[src/rtl/arb2_mux_tuple_bit_bits2.sv]
// ---------------------------------------------------------------------------
// arb2_mux_tuple_bit_bits2 : two-requester round-robin arbiter with packet
// lock, feeding a shared {last, payload} mux into one output register stage.
// Revision: 1.0
// ---------------------------------------------------------------------------
`default_nettype none

module arb2_mux_tuple_bit_bits2 #(
  parameter int W            = 2,
  parameter bit LOCK_ON_LAST = 1'b1
) (
  input  logic         CLK,
  input  logic         ASYNCRESETN,
  input  logic         I0_valid,
  input  logic         I0__0,
  input  logic [W-1:0] I0__1,
  output logic         I0_ready,
  input  logic         I1_valid,
  input  logic         I1__0,
  input  logic [W-1:0] I1__1,
  output logic         I1_ready,
  output logic         O_valid,
  output logic         O__0,
  output logic [W-1:0] O__1,
  input  logic         O_ready,
  output logic         O_src,
  output logic         S
);

  typedef enum logic [1:0] {
    IDLE  = 2'd0,
    LOCK0 = 2'd1,
    LOCK1 = 2'd2
  } state_t;

  state_t         state;
  state_t         state_nxt;
  logic           prio;
  logic           prio_nxt;
  logic           grant;
  logic           load;
  logic           accept;
  logic           sel_flag;
  logic [W-1:0]   sel_data;

  // A lock pins the grant; otherwise a lone requester wins and ties go to prio.
  always_comb begin
    grant = prio;
    case (state)
      LOCK0:   grant = 1'b0;
      LOCK1:   grant = 1'b1;
      default: begin
        if (I0_valid && !I1_valid)      grant = 1'b0;
        else if (I1_valid && !I0_valid) grant = 1'b1;
        else                            grant = prio;
      end
    endcase
  end

  assign load     = !O_valid || O_ready;
  assign I0_ready = load && !grant && (state != LOCK1);
  assign I1_ready = load &&  grant && (state != LOCK0);
  assign accept   = (I0_valid && I0_ready) || (I1_valid && I1_ready);
  assign sel_flag = grant ? I1__0 : I0__0;
  assign sel_data = grant ? I1__1 : I0__1;
  assign S        = grant;

  always_comb begin
    state_nxt = state;
    prio_nxt  = prio;
    if (accept) begin
      if (sel_flag || !LOCK_ON_LAST) begin
        state_nxt = IDLE;
        prio_nxt  = !grant;
      end else begin
        state_nxt = grant ? LOCK1 : LOCK0;
      end
    end
  end

  always_ff @(posedge CLK or negedge ASYNCRESETN) begin
    if (!ASYNCRESETN) begin
      state   <= IDLE;
      prio    <= 1'b0;
      O_valid <= 1'b0;
      O__0    <= 1'b0;
      O__1    <= '0;
      O_src   <= 1'b0;
    end else begin
      state <= state_nxt;
      prio  <= prio_nxt;
      if (accept) begin
        O_valid <= 1'b1;
        O__0    <= sel_flag;
        O__1    <= sel_data;
        O_src   <= grant;
      end else if (load) begin
        // Data fields keep their last value when the stage drains empty.
        O_valid <= 1'b0;
      end
    end
  end

endmodule

`default_nettype wire

[config.mk]
export PLATFORM = sky130hd
export DESIGN_NAME = arb2_mux_tuple_bit_bits2
export DESIGN_NICKNAME = d
export VERILOG_FILES = /design/src/rtl/arb2_mux_tuple_bit_bits2.sv
export SDC_FILE = /design/constraint.sdc
export NUM_CORES = 1
export LEC_CHECK = 0
export ABC_AREA = 1
export ABC_CLOCK_PERIOD_IN_PS = 1790
export BUFFER_PORTS_ARGS = -buffer_cell sky130_fd_sc_hd__buf_4
export CAP_MARGIN = 15
export CELL_PAD_IN_SITES_DETAIL_PLACEMENT = 1
export CELL_PAD_IN_SITES_GLOBAL_PLACEMENT = 1
export CORE_UTILIZATION = 31
export DETAILED_ROUTE_END_ITERATION = 16
export PLACE_DENSITY_LB_ADDON = 0.15
export SLEW_MARGIN = 20
export SYNTH_ARGS = -nofsm -noshare
export SYNTH_HDL_FRONTEND = slang
export SYNTH_SLANG_ARGS = --single-unit
[constraint.sdc]
create_clock -name CLK -period 1.79 [get_ports CLK]
set_input_delay 0.358 -clock CLK [delete_from_list [all_inputs] [get_ports CLK]]
set_output_delay 0.358 -clock CLK [all_outputs]
set_load 0.005 [all_outputs]
Word level (Yosys, flattened, before mapping)
Index checks and enable logic that the tools add are counted.
- bits in registers: 8
- input port bits: 11
- mux-type cells: 9
- equal/unequal tests: 4
- reduce and logical (&&, ||, !) cells: 16
- operators with widths (operator ; number):
    1-bit logical AND ; 8
    2-bit two-way mux ; 3
    1-bit two-way mux ; 5
    1-bit zero test ; 4
    2-bit by 1-bit == test with 1-bit output (second input constant) ; 1
    2-bit == test (second input constant) ; 1
    1-bit logical OR ; 2
    2-bit by 1-bit inequality test with 1-bit output (second input constant) ; 1
    2-bit inequality test (second input constant) ; 1
    1-bit case mux with 2 select lines ; 1
    2-bit AND reduction ; 1
    2-bit nonzero test ; 1

Depth between registers and ports, before layout
- depth in word-level cells: 11
- depth in mapped cells: 11
- depth with buffers taken out: 11

Worst setup path before layout
Ideal clock, no wire load.
- path type: flip-flop to output port
- start point: register state[0]
- end point: output port I1_ready
- path slack: 196 ps
- cell stages (with the launch flop): 9
- buffers on the path: 0
- arrival: 1236 ps
- cells stage by stage: dfrtp_1 -> inv_1 -> ha_1 -> inv_1 -> a21oi_2 -> nand2_2 -> nand2_4 -> inv_1 -> nor3_1
- cells in the longest elaborated chain, start to end: 4
- elaborated cells between the ends (all ways): 6
- classes of those cells: eq/ne (3); mux (1); reduce/logical (2)
- ends and longest elaborated chain (item ; RTL line ; source):
    start, declared ; 36 ; state_t state;
    start signal, assigned ; 90 ; state <= state_nxt;
    2-bit == test / 2-bit by 1-bit == test with 1-bit output (equally long branches) ; 49 ; case (state)
    1-bit case mux with 2 select lines * ; 49 ;
    named net S ; 27 ; output logic S
    1-bit logical AND * (2 in series) ; 62 ; assign I1_ready = load && grant && (state != LOCK0);
    end, declared ; 21 ; output logic I1_ready,
Mark *: on every way through the listed nets, which the timed path passes. The rest lies on a longest branch.

Worst setup path in the final report
- start point: register state[0]
- end point: output port S
- cells in the longest elaborated chain, start to end: 2
- elaborated cells between the ends (all ways): 3
- classes of those cells: eq/ne (2); mux (1)
- ends and longest elaborated chain (item ; RTL line):
    2-bit == test / 2-bit by 1-bit == test with 1-bit output (equally long branches) ; 49
    1-bit case mux with 2 select lines * ; 49
    end, declared ; 27
Every way passes the cells marked *; elsewhere a longest branch is shown, timed or not.

==> impl_metrics.yaml <==
floorplanning:
  fp.dieW_um: 41.22
  core.rowCount: 13
  start_util_pct: 34.89
  io_pins: 19
  die_y_um: 41.22
  fp.dieArea_um2: 1699
  fp.coreArea_um2: 1366
critical_path:
  crit_fanout: 4
  cpPeakStageDelay_ns: 0.37
  crit_required_ns: 1.43
  crit_arrival_ns: 1.58
  end_kind: "output pin"
  worstPathCellList: "inv_2, ha_4, inv_2, a21oi_2, nand2_2, nand2_4, buf_4, buf_6, buf_6"
  crit_buf_inv: 5
  path_class: "reg2out"
  crit_slowest_cell: "dfrtp_1"
  cp-start-kind: "flip-flop"
  path_delay_family: "buffers and inverters"
power_and_ir_drop:
  vdd_drop_max_v: 0.0008232
  leakagePower_nw: 0.4297
  power_density_nw_per_um2: 1881
timing:
  fin_crit_ns: 1.942
  fin_skew_ns: 0.002743
  timing.hold.ws_ns: 0.3928
  drv_slew: 0
  fin_crit_sh_pct: 108.5
  grt_setup_unrepaired: "yes"
  worst_pin_slew_ns: 0.4178
  layout_setup_ws_ns: -0.1517
  hold_violations: 0
  max_freq_ghz: 0.5150
  relSlewSlack_pct: 72.04
  finalSetupViolCount: 4
routing:
  vias: 517
  drcViolationCount: 0
  drtIter0Drc: 11
  drtPass1Iterations: 4
  wl_per_cell_um: 13.73
  vias_per_cell: 4.700
  ant_nets: 0
  wirelength_mm: 1.510
logic_synthesis:
  syn_area_per_cell_um2: 7.815
  synth_area_um2: 476.7
  yosys_most_used_dff: "dfrtp_1"
  async_flop_share_pct: 100.0
  netlist_instances: 61
  ys.warnings.count: 0
  yosys.area.top_type: "dfrtp_1"
  synth_area_leaders: "dfrtp_1 (42%), nand2_1 (17%), inv_1 (5.5%)"
  synth_cell_types: 16
  synth_commonest_cells: "nand2_1 (21), dfrtp_1 (8), inv_1 (7)"
  synth_edf_count: 0
  yosys.cell_count.top_type: "nand2_1"
  syn_nets: 74
  yosysTopAreaCellShare_pct: 41.99
  ys_ff_latch: 8
  seq_area_frac_synth_pct: 41.99
status:
  violations: "negative setup slack"
  status: "complete, but fails checks"
placement:
  io_buffers: 18
  placed_area_um2: 645.6
  place_hpwl_um: 980.9
  place_inst: 96
  gp_congestion: 0.7530
clock_network:
  cts_buffers: 3
  root_buffer: "clkbuf_4"
  cts.sink_count: 8
  cts_htree_levels: 1
  insertion_delay_ns: 0.25
  clock_tree.buffer_depth: 2
  cts.reportedPaths.clkPinSlew_ns: 0.05
  cts_tree: "built"
global_routing:
  grt_max_degree: 11
  overflow: 0
  grt_pass1_wl_mm: 2.290
  grt_usage_pct: 21.50
  grt_pass1_vias: 501
  antenna_found_initial: 0
final_layout:
  syn_to_final_growth_pct: 67.45
  n_fill_cell: 171
  drive_above_1_share_pct: 51.58
  multiInputGateArea_um2: 276.5
  final_cells: 110
  n_antenna_cell: 0
  final_nets: 110
  design_area_um2: 798.3
  register_area_um2: 200.2
flow_run:
  drv_cap: 0
worst_hold_path:
  worstHoldPathType: "in2reg"
final cells by class:
class / count / share of cell area (%)
multi-input combinational: 45 / 34.64
timing repair buffer: 31 / 31.35
sequential: 8 / 25.08
inverter: 8 / 3.762
clock buffer: 3 / 2.821
tap: 15 / 2.351
cells in the final DEF, fill, tap and decap left out:
cell type      instances
or2_1                  1
nand3_4                1
buf_6                  4
ha_1                   1
dlygate4sd3_1          1
o21a_1                 1
ha_4                   1
nand3_2                1
nor3_2                 2
buf_4                 26
nand2_4                2
o21ai_0                2
clkbuf_4               3
a21oi_2                1
nand3_1                5
inv_2                  4
nand2_1               18
nand2_2                4
inv_1                  4
dfrtp_1                8
nor2_1                 5
sequential cells by signal (all words and copies together) (netlist names):
register / count
O__0: 1
O__1: 2
O_src: 1
O_valid: 1
prio: 1
state: 2
cells by family (layout without fill, tap and decap cells):
logic type | Yosys count | after routing | synth area share [%]
compound gates | 4 | 4 | 5.513
fa+ha+maj | 2 | 2 | 5.249
buf+inv | 8 | 42 | 6.299
flops | 8 | 8 | 41.99
simple gates | 39 | 39 | 40.95
metal layers:
metal / GRT usage, % / vias to the layer above / part of all wire, %
li1: - / 260 / -
met5: 0 / - / 0
met4: 0 / 0 / 0
met2: 38.67 / 15 / 51
met1: 27.54 / 242 / 45
met3: 4.891 / 0 / 3.5
through the flow:
step                      util (%)  power [mW]  worst slack (ns)  setup TNS (ns)
after floorplan                  -      0.7203            0.1963               0
after global placement       47.25       1.016            0.1075               0
after detailed placement     47.25       1.042           0.03776               0
after CTS                    55.68       1.396           -0.1081         -0.3034
after global routing         58.42       1.634           -0.2189         -0.8963
final                        58.42       1.502           -0.1517         -0.4373
timing repair:
item | in CTS | in global routing
setup buffers | 7 | 3
hold endpoints to repair | 8 | 0
setup endpoints to repair | 3 | 5
hold buffers | 1 | 0
gates resized for setup | 8 | 5
pin swaps | 2 | 3
where the power goes:
part	total [mW]	internal (mW)	leakage [nW]	switching [mW]
Sequential	0.327	0.270	0.0991	0.0573
Combinational	1.03	0.540	0.317	0.495
Clock	0.140	0.0769	0.0138	0.0629
Total	1.50	0.886	0.430	0.615
worst min-delay path, cell delays in order:
cell and delay [ns]:
buf_4 0.07, nand2_1 0.04, nand2_1 0.05, nand2_1 0.04, nand2_1 0.04
path summary, 6_finish.rpt:
path                                   endpoint  cells after the start  slack, ns                  from
min reg2reg                   O_src$_DFFE_PN0P_                      1       0.51     O_src$_DFFE_PN0P_
max in group asynchronous   O__1[1]$_DFFE_PN0P_                      2       1.20           ASYNCRESETN
max                                           S                      9      -0.15  state[0]$_DFFE_PN0P_
min in group asynchronous  state[1]$_DFFE_PN0P_                      2       0.46           ASYNCRESETN
min                         O__1[0]$_DFFE_PN0P_                      5       0.39              I0__1[0]
max reg2reg                 O_valid$_DFFE_PN0P_                     10          0  state[0]$_DFFE_PN0P_
(Power assumes the default switching activity.)
